**config.mk**
```make
export PLATFORM = sky130hd
export DESIGN_NAME = adder_error_monitor
export DESIGN_NICKNAME = d
export VERILOG_FILES = /design/src/rtl/adder_eval_pkg.sv /design/src/rtl/adder_err_calc.sv /design/src/rtl/adder_error_monitor.sv
export SDC_FILE = /design/constraint.sdc
export NUM_CORES = 1
export LEC_CHECK = 0
export ABC_AREA = 0
export ABC_CLOCK_PERIOD_IN_PS = 3250
export BUFFER_PORTS_ARGS = -buffer_cell sky130_fd_sc_hd__buf_4
export CAP_MARGIN = 20
export CORE_AREA = 2 2 106 108
export DETAILED_ROUTE_END_ITERATION = 10
export DIE_AREA = 0 0 108 110
export PLACE_DENSITY = 0.61
export SETUP_SLACK_MARGIN = 0.02
export SLEW_MARGIN = 40
export SYNTH_ARGS = -nofsm -noshare
export SYNTH_HDL_FRONTEND = slang
export SYNTH_SLANG_ARGS = --single-unit
```
**constraint.sdc**
```tcl
create_clock -name clk -period 3.25 [get_ports clk]
set_input_delay 0.4875 -clock clk [delete_from_list [all_inputs] [get_ports clk]]
set_output_delay 0.4875 -clock clk [all_outputs]
set_load 0.01 [all_outputs]
```
**src/rtl/adder_eval_pkg.sv**
```systemverilog
// Shared types and width helpers for the approximate-adder error monitor.
package adder_eval_pkg;

  typedef enum logic [1:0] {
    IDLE  = 2'd0,
    RUN   = 2'd1,
    DRAIN = 2'd2,
    DONE  = 2'd3
  } state_e;

  // Stages from accept to accumulator update: S1, S2, S3.
  localparam int PIPE_LAT = 3;

  function automatic int err_w(input int width);
    return width + 1;
  endfunction

  function automatic int sum_err_w(input int width, input int cnt_w);
    return width + 1 + cnt_w;
  endfunction

  function automatic int sq_err_w(input int width, input int cnt_w);
    return 2 * (width + 1) + cnt_w;
  endfunction

endpackage

```
**src/rtl/adder_err_calc.sv**
```systemverilog
// S1-S2 pipeline: registers the golden sum, then the absolute error and mismatch flag.
import adder_eval_pkg::*;

module adder_err_calc #(
  parameter int WIDTH = 8
) (
  input  logic             clk,
  input  logic             rst,
  input  logic             in_valid,
  input  logic [WIDTH-1:0] a,
  input  logic [WIDTH-1:0] b,
  input  logic [WIDTH:0]   sum_approx,
  output logic             out_valid,
  output logic [WIDTH:0]   e,
  output logic             mismatch
);

  localparam int EW = err_w(WIDTH);

  logic          s1_valid_q, s1_valid_d;
  logic [EW-1:0] golden_q, golden_d;
  logic [EW-1:0] approx_q, approx_d;
  logic          s2_valid_q, s2_valid_d;
  logic [EW-1:0] e_q, e_d;
  logic          mismatch_q, mismatch_d;

  always_comb begin
    s1_valid_d = in_valid;
    golden_d   = {1'b0, a} + {1'b0, b};
    approx_d   = sum_approx;
    s2_valid_d = s1_valid_q;
    e_d        = '0;
    mismatch_d = 1'b0;
    // Bubbles leave e and the flag at zero so they can never contribute.
    if (s1_valid_q) begin
      e_d        = (golden_q >= approx_q) ? (golden_q - approx_q) : (approx_q - golden_q);
      mismatch_d = (e_d != '0);
    end
  end

  always_ff @(posedge clk) begin
    if (rst) begin
      s1_valid_q <= 1'b0;
      golden_q   <= '0;
      approx_q   <= '0;
      s2_valid_q <= 1'b0;
      e_q        <= '0;
      mismatch_q <= 1'b0;
    end else begin
      s1_valid_q <= s1_valid_d;
      golden_q   <= golden_d;
      approx_q   <= approx_d;
      s2_valid_q <= s2_valid_d;
      e_q        <= e_d;
      mismatch_q <= mismatch_d;
    end
  end

  assign out_valid = s2_valid_q;
  assign e         = e_q;
  assign mismatch  = mismatch_q;

endmodule

```
**src/rtl/adder_error_monitor.sv**
```systemverilog
// Windowed error statistics for an approximate adder: FSM plus S3 accumulators.
// Optional ADDER_ERR_SQ_EN adds a sum-of-squared-error output.
import adder_eval_pkg::*;

module adder_error_monitor #(
  parameter int WIDTH     = 8,
  parameter int N_SAMPLES = 256,
  parameter int CNT_W     = $clog2(N_SAMPLES + 1)
) (
  input  logic                         clk,
  input  logic                         rst,
  input  logic                         start,
  input  logic                         in_valid,
  output logic                         in_ready,
  input  logic [WIDTH-1:0]             a,
  input  logic [WIDTH-1:0]             b,
  input  logic [WIDTH:0]               sum_approx,
  output logic                         busy,
  output logic                         done,
  output logic [CNT_W-1:0]             err_count,
  output logic [WIDTH+CNT_W:0]         sum_abs_err,
`ifdef ADDER_ERR_SQ_EN
  output logic [2*(WIDTH+1)+CNT_W-1:0] sum_sq_err,
`endif
  output logic [WIDTH:0]               max_abs_err
);

  localparam int ERR_W     = err_w(WIDTH);
  localparam int SUM_ERR_W = sum_err_w(WIDTH, CNT_W);
  localparam logic [CNT_W-1:0] N_LIMIT  = CNT_W'(N_SAMPLES);
  localparam logic [CNT_W-1:0] LAST_IDX = CNT_W'(N_SAMPLES - 1);
  // DRAIN covers the two stages still in flight after the last accept.
  localparam logic [1:0] DRAIN_LAST = 2'(PIPE_LAT - 2);

  state_e                 state_q, state_d;
  logic [CNT_W-1:0]       accepted_q, accepted_d;
  logic [1:0]             drain_cnt_q, drain_cnt_d;
  logic [CNT_W-1:0]       err_count_q, err_count_d;
  logic [SUM_ERR_W-1:0]   sum_abs_err_q, sum_abs_err_d;
  logic [ERR_W-1:0]       max_abs_err_q, max_abs_err_d;
  logic                   clear_results;
  logic                   accept;
  logic                   calc_valid;
  logic [ERR_W-1:0]       calc_e;
  logic                   calc_mismatch;

`ifdef ADDER_ERR_SQ_EN
  localparam int SQ_ERR_W = sq_err_w(WIDTH, CNT_W);
  logic [SQ_ERR_W-1:0]    sum_sq_err_q, sum_sq_err_d;
  logic [2*ERR_W-1:0]     e_sq;
`endif

  assign in_ready = (state_q == RUN) && (accepted_q < N_LIMIT);
  assign accept   = in_valid && in_ready;
  assign busy     = (state_q == RUN) || (state_q == DRAIN);
  assign done     = (state_q == DONE);

  adder_err_calc #(.WIDTH(WIDTH)) u_calc (
    .clk        (clk),
    .rst        (rst),
    .in_valid   (accept),
    .a          (a),
    .b          (b),
    .sum_approx (sum_approx),
    .out_valid  (calc_valid),
    .e          (calc_e),
    .mismatch   (calc_mismatch)
  );

  always_comb begin
    state_d       = state_q;
    accepted_d    = accepted_q;
    drain_cnt_d   = drain_cnt_q;
    clear_results = 1'b0;
    case (state_q)
      IDLE, DONE: begin
        if (start) begin
          state_d       = RUN;
          accepted_d    = '0;
          clear_results = 1'b1;
        end
      end
      RUN: begin
        if (accept) begin
          accepted_d = accepted_q + 1'b1;
          if (accepted_q == LAST_IDX) begin
            state_d     = DRAIN;
            drain_cnt_d = '0;
          end
        end
      end
      DRAIN: begin
        if (drain_cnt_q == DRAIN_LAST) begin
          state_d = DONE;
        end else begin
          drain_cnt_d = drain_cnt_q + 1'b1;
        end
      end
      default: state_d = IDLE;
    endcase
  end

  always_comb begin
    err_count_d   = err_count_q;
    sum_abs_err_d = sum_abs_err_q;
    max_abs_err_d = max_abs_err_q;
`ifdef ADDER_ERR_SQ_EN
    e_sq         = {{ERR_W{1'b0}}, calc_e} * {{ERR_W{1'b0}}, calc_e};
    sum_sq_err_d = sum_sq_err_q;
`endif
    if (clear_results) begin
      err_count_d   = '0;
      sum_abs_err_d = '0;
      max_abs_err_d = '0;
`ifdef ADDER_ERR_SQ_EN
      sum_sq_err_d  = '0;
`endif
    end else if (calc_valid) begin
      err_count_d   = err_count_q + CNT_W'(calc_mismatch);
      sum_abs_err_d = sum_abs_err_q + SUM_ERR_W'(calc_e);
      max_abs_err_d = (calc_e > max_abs_err_q) ? calc_e : max_abs_err_q;
`ifdef ADDER_ERR_SQ_EN
      sum_sq_err_d  = sum_sq_err_q + SQ_ERR_W'(e_sq);
`endif
    end
  end

  always_ff @(posedge clk) begin
    if (rst) begin
      state_q       <= IDLE;
      accepted_q    <= '0;
      drain_cnt_q   <= '0;
      err_count_q   <= '0;
      sum_abs_err_q <= '0;
      max_abs_err_q <= '0;
`ifdef ADDER_ERR_SQ_EN
      sum_sq_err_q  <= '0;
`endif
    end else begin
      state_q       <= state_d;
      accepted_q    <= accepted_d;
      drain_cnt_q   <= drain_cnt_d;
      err_count_q   <= err_count_d;
      sum_abs_err_q <= sum_abs_err_d;
      max_abs_err_q <= max_abs_err_d;
`ifdef ADDER_ERR_SQ_EN
      sum_sq_err_q  <= sum_sq_err_d;
`endif
    end
  end

  assign err_count   = err_count_q;
  assign sum_abs_err = sum_abs_err_q;
  assign max_abs_err = max_abs_err_q;
`ifdef ADDER_ERR_SQ_EN
  assign sum_sq_err  = sum_sq_err_q;
`endif

endmodule

```
# == After elaboration in Yosys (flattened, before gate mapping) ==
# Index checks and enable logic that the tools add are counted.
# word_totals
register_bits,79
output_inout_bits,39
elab_cells,62
inputBits,29
# op_classes
add_sub_neg,7
magnitude_cmp,3
bitwise_logic,1
n_mux,15
reduce_logical,14
n_eq_ne,10
# ops
op,n
$mux 9,3
$add 18x9->18,1
$pmux 9 s2,1
$sub 9x9->9,2
$mux 2,7
$add 8x8->9,1
$add 9x1->9,1
$add 9x1->9 const B,1
$eq 9x8->1 const B,1
$ge 9x9->1,1
$gt 9x9->1,1
$lt 9x9->1 const B,1
$reduce_bool 9->1,1
$reduce_and 4->1,2
$ne 2x1->1 const B,3
$pmux 2 s3,1
$reduce_or 2->1,3
$eq 2x1->1 const B,2
$eq 2x2->1 const B,2
$ne 2x2->1 const B,2
$pmux 2 s2,1
$reduce_bool 2->1,2
$reduce_and 3->1,1
$add 2x1->2 const B,1
6 further kinds,8

# == Logic depth before layout (Yosys ltp) ==
# Gate-level depths: netlist (run 1).
# logic_depth
ltp_word,5
ltp_mapped,10
mapped_depth_nobuf,10

# == By module ==
# From an unflattened synthesis (run 1), not the netlist that was laid out.
# hier_totals
hier_cells,529
hier_area_um2,4700.8
# modules_own_cells
module,cells_each,n_inst,seq_area_each_um2,area_each_um2
adder_error_monitor,314,1,980.9,2715.1
adder_err_calc,215,1,600.6,1985.7

# == Worst setup path after synthesis (run 1) ==
# OpenSTA, ideal clock, no wires.
# synth_path
path_kind,flip-flop to flip-flop
from,reg u_calc.approx_q[7]
to,reg u_calc.mismatch_q (netlist: u_calc.mismatch)
required_time_ns,3.130
period_less_slack_ns,2.388
arrival_ns,2.268
slack_ns,0.862
stages_incl_launch_ff,10
setup_ns,0.120
n_path_buf,0
cell_sequence,dfxtp_1 -> inv_1 -> ha_1 -> and3_4 -> and2_4 -> a311o_1 -> a31oi_4 -> mux2_4 -> a21oi_2 -> a21oi_1
# synth_via
elab_chain_len,3
word_cells_on_any_way,5
classes_between,add/sub: 2; order compare: 1; mux: 1; reduce/logical: 1
# synth_lines
element,line_no,text
start: declaration,adder_err_calc.sv:22,"logic [EW-1:0] approx_q, approx_d;"
start signal: assignment,adder_err_calc.sv:52,approx_q <= approx_d;
$sub 9x9->9 or $ge 9x9->1 (tied branches),adder_err_calc.sv:36,e_d = (golden_q >= approx_q) ? (golden_q - approx_q) : (approx_q - golden_q);
$mux 9 (*),adder_err_calc.sv:36,
$reduce_bool 9->1 (*),adder_err_calc.sv:37,mismatch_d = (e_d != '0);
end signal: assignment,adder_err_calc.sv:55,mismatch_q <= mismatch_d;
end: declaration,adder_err_calc.sv:25,"logic mismatch_q, mismatch_d;"
# Mark *: on every way between the ends. The rest lies on a longest branch, timed or not.
# A chain may end at the register's enable or synchronous reset.

# == Worst setup path in the final report (run 1) ==
# layout_path
from,reg u_calc.approx_q[5]
to,reg u_calc.mismatch_q (netlist: u_calc.mismatch)
# Same word-level chain as after synthesis.

==> results summary, run 1 <==
The number of synthesized flops with an enable pin came out at 0. The post-CTS setup repair buffer count came out at 0. The met3 usage in global routing came out at between 3 and 4%.

The number of register bits inferred by synthesis is 79. The number of antenna violations at the first check in global routing came out at 0. The final-report max-slew violation count came to 0.

Of all cell types, the one taking the most synthesized area is sky130_fd_sc_hd__dfxtp_1. The transition time at the pin with the least slew margin is 0.559 ns. The total clock buffers created by CTS is 9. Global routing consumed, on the met1 layer, around 22% of the routing resources. IR analysis of the VDD net gives a maximum drop of between 0.3 and 0.4 mV. Global routing consumed, on the met2 layer, around 28% of the routing resources.

The worst setup path is launched from a flip-flop. After synthesis, the most frequently instantiated cells are sky130_fd_sc_hd__nor2_1 (80), sky130_fd_sc_hd__dfxtp_1 (79), sky130_fd_sc_hd__ha_1 (52). By area the synthesized netlist is led by sky130_fd_sc_hd__dfxtp_1 (33%), sky130_fd_sc_hd__ha_1 (14%), sky130_fd_sc_hd__nor2_1 (6.3%), sky130_fd_sc_hd__mux2i_1 (4.8%), sky130_fd_sc_hd__xor2_1 (4.2%). The starting density of the core came out at between 40% and 50%. Global routing used between 10% and 20% of the available tracks. The final routed wire length divided by cell count is 12.8 um. In the final layout, the share of cells above drive strength 1 is 15.5%. Setup repair after global routing left no endpoint under its margin. The cell area after synthesis came out at roughly 0.0048 sq mm.

The number of sinks handled by clock tree synthesis came out at between 70 and 80. Data on the critical path is required at its endpoint by 3.48 ns. The routability congestion estimate is approximately 0.86.

The max-cap violation count came out at 0. The fraction of registers with async set or reset after synthesis is 0%. The area growth from synthesis to layout is 17.8%. The area share of the largest cell type after synthesis is between 30 and 40%. The average cell area after synthesis came out at slightly below 9 sq um. The setup slack of the most critical reg-to-reg path is between 0.5 and 0.6 ns.

The clock slew at the register clock pins of the worst setup and hold paths came out at approximately 0.080 ns. The root buffer selected by CTS is sky130_fd_sc_hd__clkbuf_8. The number of levels the H-tree was split into came out at 3. The via total after detailed routing is 3851. The fmax came out at approximately 370 MHz. sky130_fd_sc_hd__nor2_1 is the most common cell in the netlist. From left edge to right edge, the die measures 108 um. In this run the power density over the cells is approximately 480 mW/mm^2. The post-synthesis sequential area ratio came out at 33.3%. The residual antenna-violating net count after detailed routing is 0. By startpoint and endpoint, the worst setup path is classified as flip-flop to flip-flop.

The core region is between 0.01 and 0.015 sq mm. The number of setup violations in the final report came out at 0. The count of mapped cells out of synthesis is about 540.

The number of filler instances in the final layout is ~1000. The run finished with clean final reports. The area of the die is about 0.012 sq mm. The final core utilization is a little over half. The wire length of the first global-routing pass is between 15000 and 20000 um. The post-route clock period utilization is 82.5%. The first TritonRoute pass finished after 4 iterations.

The number of diodes is 0. The final HPWL from detailed placement is about 7600 um. The number of gates given a new drive strength after cts came out at 0. The initial detailed-routing violation count is ~160. The count of hold buffers inserted by post-cts repair is 0. The worst path setup slack after routing came out at approximately 0.57 ns. TritonCTS built the clock tree. The element type at the critical path end is a flip-flop. The largest driver fanout on the critical path is 15.

The net count of the finished layout came out at 694. STA puts the critical path data arrival time at 2.91 ns. The final critical delay including setup and external delays came out at 2.68 ns. The global-route congestion overflow total is 0. The leakage power came out at between 2 and 2.5 nW.

The pin count of the biggest net entering global routing is 29. The maximum root-to-sink buffer count came out at 2. The highest-utilization routing layer at the global route stage is met2. The total nets after synthesis is approximately 630.

On the final layout, the worst clock skew is between 0.02 and 0.025 ns. The floorplan row count is 38. The clock latency of the later-clocked register in the worst-skew pair came out at between 0.3 and 0.4 ns. The total negative slack came out at 0 ns. During I/O placement, the number of pins put on the boundary was 68. The ratio of routed vias to standard cells came out at about 5.1.

In the routed design, unresolved DRC markers number 0. The count of yosys warnings during synthesis came out at 0. The worst slack at placement came out at around 0.55 ns. The die span in y is about 110 um. The post-synthesis cell type count came out at between 50 and 60.

The relative max-transition margin came out at between 60% and 70%. Input and output buffers added on the ports amount to between 60 and 70. The tightest min-delay check is of the input pin to flip-flop type. The count of final hold-check violations is 0. The via count of the first global-routing pass was about 3600. The total wirelength of the detailed-routed design came out at approximately 9700 um. Among all flip-flop cells after synthesis, the most frequent one is sky130_fd_sc_hd__dfxtp_1.
-- placed cells by master (no fill, tap or decap), drive strengths merged, types with 11 or more instances in the layout --
cell,netlist,routed
a21oi,26,26
buf,3,70
clkbuf,13,11
dfxtp,79,79
ha,52,52
inv,41,42
mux2i,23,23
nand2,20,20
nor2,80,80
nor2b,19,19
nor3,15,15
o21ai,20,20
xnor2,17,17
xor2,23,23
-- where the power goes --
part           internal, mW  switching, mW  total (mW)
registers              1.01         0.0385        1.05
logic                 0.356          0.469       0.825
clock network         0.435          0.363       0.798
-- sequential cells by signal (all words and copies together) (netlist names) --
name and count:
sum_abs_err 18, u_calc.golden_q 9, accepted_q 9, state_q 2
u_calc.approx_q 9, u_calc.s1_valid_q 1, err_count 9, u_calc.e 9
u_calc.out_valid 1, drain_cnt_q 2, u_calc.mismatch 1, max_abs_err 9
-- stage by stage --
stage | area [sq um] | cells | total power, mW | hold slack, ns
final | 5600 | 754 | 2.68 | 0.357
after floorplan | 4750 | 544 | 1.70 | 0.427
after global placement | 5380 | 738 | 1.88 | 0.440
after CTS | 5600 | 754 | 2.70 | 0.344
after global routing | 5600 | 754 | 2.85 | 0.349
after detailed placement | 5380 | 738 | 1.89 | 0.458
-- critical path: stages, from the launching register on --
cell and delay, ns:
sky130_fd_sc_hd__dfxtp_1 0.34, sky130_fd_sc_hd__inv_1 0.05, sky130_fd_sc_hd__ha_1 0.48, sky130_fd_sc_hd__and3_4 0.28, sky130_fd_sc_hd__and2_4 0.16, sky130_fd_sc_hd__a311o_1 0.36, sky130_fd_sc_hd__a31oi_4 0.36, sky130_fd_sc_hd__mux2_4 0.34
sky130_fd_sc_hd__a21oi_2 0.15, sky130_fd_sc_hd__a21oi_1 0.07
-- logic make-up (layout without fill, tap and decap cells) --
logic type	count (synthesis)	after routing	synth area share, %
multiplexers	27	27	5.87
AND/OR/NAND/NOR	183	183	19.0
flip-flops	79	79	33.3
AO/OA/AOI/OAI	102	102	14.4
buffers and inverters	57	127	4.69
XOR/XNOR	40	40	7.37
adder cells (fa/ha/maj)	56	56	15.4
-- final cells by class --
class	instances	area [sq um]	area share, %
inverters	41	154	2.75
repair buffers	70	526	9.39
clock inverters	5	81.3	1.45
flip-flops and latches	79	1580	28.3
clock buffers	11	131	2.35
well taps	140	175	3.13
multi-input cells	408	2950	52.7
-- routing by layer --
metal / up-vias / share of wire [%]
li1: 2009 / -
met1: 1747 / 49
met2: 80 / 45
met3: 15 / 3.9
met4: 0 / 1.9
met5: - / 0
-- worst paths after layout --
check / start / to / cells past startpoint
setup / recovery: u_calc.approx_q[5]$_SDFF_PP0_ / u_calc.mismatch$_SDFF_PP0_ / 9
hold / removal: sum_approx[1] / u_calc.approx_q[1]$_SDFF_PP0_ / 2
setup reg to reg: u_calc.approx_q[5]$_SDFF_PP0_ / u_calc.mismatch$_SDFF_PP0_ / 9
hold reg to reg: drain_cnt_q[1]$_SDFFE_PP0P_ / drain_cnt_q[1]$_SDFFE_PP0P_ / 2
Power figures use the tool's default switching activity.
==> inputs of run 2 (changes only) <==
--- a/config.mk
+++ b/config.mk
@@ -6,13 +6,13 @@
 export NUM_CORES = 1
 export LEC_CHECK = 0
 export ABC_AREA = 0
-export ABC_CLOCK_PERIOD_IN_PS = 3250
+export ABC_CLOCK_PERIOD_IN_PS = 2200
 export BUFFER_PORTS_ARGS = -buffer_cell sky130_fd_sc_hd__buf_4
 export CAP_MARGIN = 20
 export CORE_AREA = 2 2 106 108
 export DETAILED_ROUTE_END_ITERATION = 10
 export DIE_AREA = 0 0 108 110
-export PLACE_DENSITY = 0.61
+export PLACE_DENSITY = 0.64
 export SETUP_SLACK_MARGIN = 0.02
 export SLEW_MARGIN = 40
 export SYNTH_ARGS = -nofsm -noshare
==> constraint.sdc (replaced) <==
create_clock -name clk -period 2.2 [get_ports clk]
set_input_delay 0.33 -clock clk [delete_from_list [all_inputs] [get_ports clk]]
set_output_delay 0.33 -clock clk [all_outputs]
set_load 0.01 [all_outputs]
==> run 2 against run 1 <==
Hold slack worse by 0.16 ns. Critical endpoint is now u_calc.e[5]$_SDFF_PP0_. Largest cell class unchanged. Wire length increased by 5.5%. Sequential power increased by 49%.
==> results summary, run 2 (synthesis gave the netlist of run 1 again) <==
The flow ran to the end, and the final reports show no timing, DRC or antenna violations. The worst setup path is captured at a flip-flop. The min-delay analysis places its worst path in the category input pin to flip-flop.

CTS placed an instance of sky130_fd_sc_hd__clkbuf_8 at the clock tree root. The count of buffers from port buffering came out at 67 (unchanged). The final routed wire length divided by cell count is 12.8 um (-0.16%). The worst setup path is launched from a flip-flop.

The net count of the finished layout came out at 737 (+6.2%). The critical path required time is 2.43 ns (-1.05 ns). The largest driver fanout on the critical path was 5 (-10).

The area growth from synthesis to layout came out at 32.1%. In the layout the commonest cells are sky130_fd_sc_hd__buf_4 (106), sky130_fd_sc_hd__nor2_1 (79), sky130_fd_sc_hd__dfxtp_1 (62). The ratio of routed vias to standard cells is 5.11 (about the same). The count of unresolved DRC violations after routing is 0 (unchanged). The residual antenna-violating net count after detailed routing came out at 0 (unchanged). The final HPWL from detailed placement came out at 7680 um (+1.3%). The critical path buffer and inverter count was 2 (+1).

The final core utilization came to 58.7% (+6.4 points). The final instance area came to 0.00628 sq mm (+12%). The number of diodes came out at 0 (unchanged).

The worst slack at placement came to -0.102 ns (-0.654 ns). The transition time at the pin with the least slew margin came out at 0.450 ns (-0.108 ns). The count of final hold-check violations is 0 (unchanged). The critical path class is flip-flop to flip-flop. The die width is 108 um (unchanged). The overall power was 4.29 mW (+60%). The combined global-route utilization of all metal layers is 17.8% (+0.95 points). The number of flip-flops under the largest register name is 18 (unchanged). The most common cell after layout, fill and taps aside is sky130_fd_sc_hd__buf_4. The clock latency of the later-clocked register in the worst-skew pair is 0.35 ns (about the same). The maximum root-to-sink buffer count is 2 (unchanged). The final clock skew is 0.00965 ns (-0.0104 ns). The total clock buffers created by CTS came out at 9 (unchanged). The number of search-and-repair iterations in the first detailed-routing pass came out at 4 (unchanged). The worst-case vdd ir drop came out at 0.552 mV (+69%).

The routability congestion estimate came out at 0.845 (-1.9%). The total wirelength of the detailed-routed design is 10200 um (+5.5%). The relative max-transition margin is 69.2% (+6.8 points). The wire length of the first global-routing pass came out at 17000 um (+4.8%).

The area of the die came out at 0.0119 sq mm (unchanged). The final critical delay including setup and external delays was 2.18 ns (-0.507 ns). The fmax is 460 MHz (+23%). The post-route clock period utilization is 98.9% (+16 points). The via total after detailed routing came out at 4074 (+5.8%).

The pin count of the biggest net entering global routing is 35 (+21%). The number of setup violations in the final report was 0 (unchanged). The global-route congestion overflow total is 0 (unchanged).

The slowest stage of the critical path is the sky130_fd_sc_hd__dfxtp_2 cell. The peak per-stage delay on the critical path is 0.34 ns (-0.14 ns). The number of sinks handled by clock tree synthesis came out at 79 (unchanged). The number of levels the H-tree was split into is 3 (unchanged).

The area of the core region came out at 0.0107 sq mm (unchanged). The number of antenna violations at the first check in global routing came out at 0 (unchanged). The floorplan row count is 38 (unchanged). Broken down by cell family, the worst path's largest delay share belongs to compound AO/OA/AOI/OAI gates. The max-cap violation count came to 0 (unchanged). The power per standard cell area is 683 mW/mm^2 (+43%). The worst hold slack after final layout is 0.193 ns (-0.164 ns). The clock slew at the register clock pins of the worst setup and hold paths came to 0.08 ns (about the same).

The number of filler instances in the final layout came out at 948 (-7.3%). The initial detailed-routing violation count is 151 (-7.9%). The worst path setup slack after routing is 0.0241 ns (-0.543 ns). The leakage power is 2.69 nW (+11%). The critical path goes through inv_2 -> ha_4 -> and3_4 -> and2_4 -> a311o_1 -> a31oi_4 -> buf_12 -> mux2i_2 -> xor2_1 -> nor2_1. The via count of the first global-routing pass is 3869 (+6.1%). The starting density of the core came to 44.4% (unchanged). The data arrival time of the worst path is 2.41 ns (-0.50 ns).

The die span in y is 110 um (unchanged). Setup repair after global routing could not meet its margin everywhere. The final-report max-slew violation count is 0 (unchanged). The standard cell area after detailed placement is 0.00567 sq mm (+5.3%). The fraction of final layout cells sized beyond drive strength 1 came out at 30.6% (+15 points).

The clock tree from TritonCTS is done. The count of pins on the block boundary is 68 (unchanged).
run 2: cell types whose count changed in the layout (fill, tap and decap cells not counted), moves of 4 or more:
| cell | before | now |
|---|---|---|
| sky130_fd_sc_hd__a21oi_2 | 1 | 6 |
| sky130_fd_sc_hd__dfxtp_2 | 0 | 16 |
| sky130_fd_sc_hd__o21ai_0 | 20 | 16 |
| sky130_fd_sc_hd__a21oi_1 | 25 | 18 |
| sky130_fd_sc_hd__mux2i_1 | 23 | 19 |
| sky130_fd_sc_hd__dfxtp_1 | 79 | 62 |
| sky130_fd_sc_hd__ha_1 | 52 | 39 |
| sky130_fd_sc_hd__buf_4 | 70 | 106 |
| sky130_fd_sc_hd__buf_6 | 0 | 6 |
| sky130_fd_sc_hd__ha_4 | 0 | 11 |
run 2: worst paths after layout:
kind                                       from                             to  slack (ns)  cells past startpoint
setup / recovery  u_calc.approx_q[7]$_SDFF_PP0_         u_calc.e[5]$_SDFF_PP0_        0.02                     10
hold / removal                    sum_approx[3]  u_calc.approx_q[3]$_SDFF_PP0_        0.19                      2
setup reg to reg  u_calc.approx_q[7]$_SDFF_PP0_         u_calc.e[5]$_SDFF_PP0_        0.02                     10
hold reg to reg     drain_cnt_q[1]$_SDFFE_PP0P_    drain_cnt_q[1]$_SDFFE_PP0P_        0.45                      2
run 2: repair_timing:
| action | 4_1_cts | 5_1_grt |
|---|---|---|
| endpoints found under the setup margin | 10 | 31 |
| buffers inserted | 3 | 6 |
| hold buffers | 0 | 0 |
| cloned | 1 | 0 |
| pin swaps | 6 | 30 |
| resized for setup | 25 | 55 |
run 2: cell type report:
cell class	instances	area, sq um	share of cell area [%]
Sequential cell	79	1610	25.6
Timing Repair Buffer	113	883	14.1
Multi-Input combinational cell	408	3260	51.9
Inverter	41	154	2.45
Tap cell	140	175	2.79
Clock inverter	5	57.6	0.917
Clock buffer	11	141	2.25
run 2: report_power, final:
group	internal [mW]	switching (mW)
combinational	0.795	0.824
sequential	1.50	0.0614
clock	0.557	0.549
run 2: per-layer routing:
| layer | GRT usage (%) | up-vias | share of wire [%] |
|---|---|---|---|
| met3 | 3.82 | 11 | 4.1 |
| li1 | - | 2095 | - |
| met4 | 6.41 | 0 | 1.3 |
| met5 | 0 | - | 0 |
| met2 | 30.6 | 78 | 49 |
| met1 | 21.9 | 1890 | 46 |
run 2: stage by stage:
step	std cells	setup TNS [ns]
finish	797	0
floorplan	544	-0.235
global placement	772	-0.0877
global route	797	-0.225
CTS	792	-0.00227
detailed placement	772	-0.374
run 2: worst reg2reg max path: stages, from the launching register on:
cell and delay (ns):
sky130_fd_sc_hd__dfxtp_2 0.34, sky130_fd_sc_hd__inv_2 0.04, sky130_fd_sc_hd__ha_4 0.21, sky130_fd_sc_hd__and3_4 0.18
sky130_fd_sc_hd__and2_4 0.13, sky130_fd_sc_hd__a311o_1 0.31, sky130_fd_sc_hd__a31oi_4 0.24, sky130_fd_sc_hd__buf_12 0.16
sky130_fd_sc_hd__mux2i_2 0.22, sky130_fd_sc_hd__xor2_1 0.18, sky130_fd_sc_hd__nor2_1 0.07
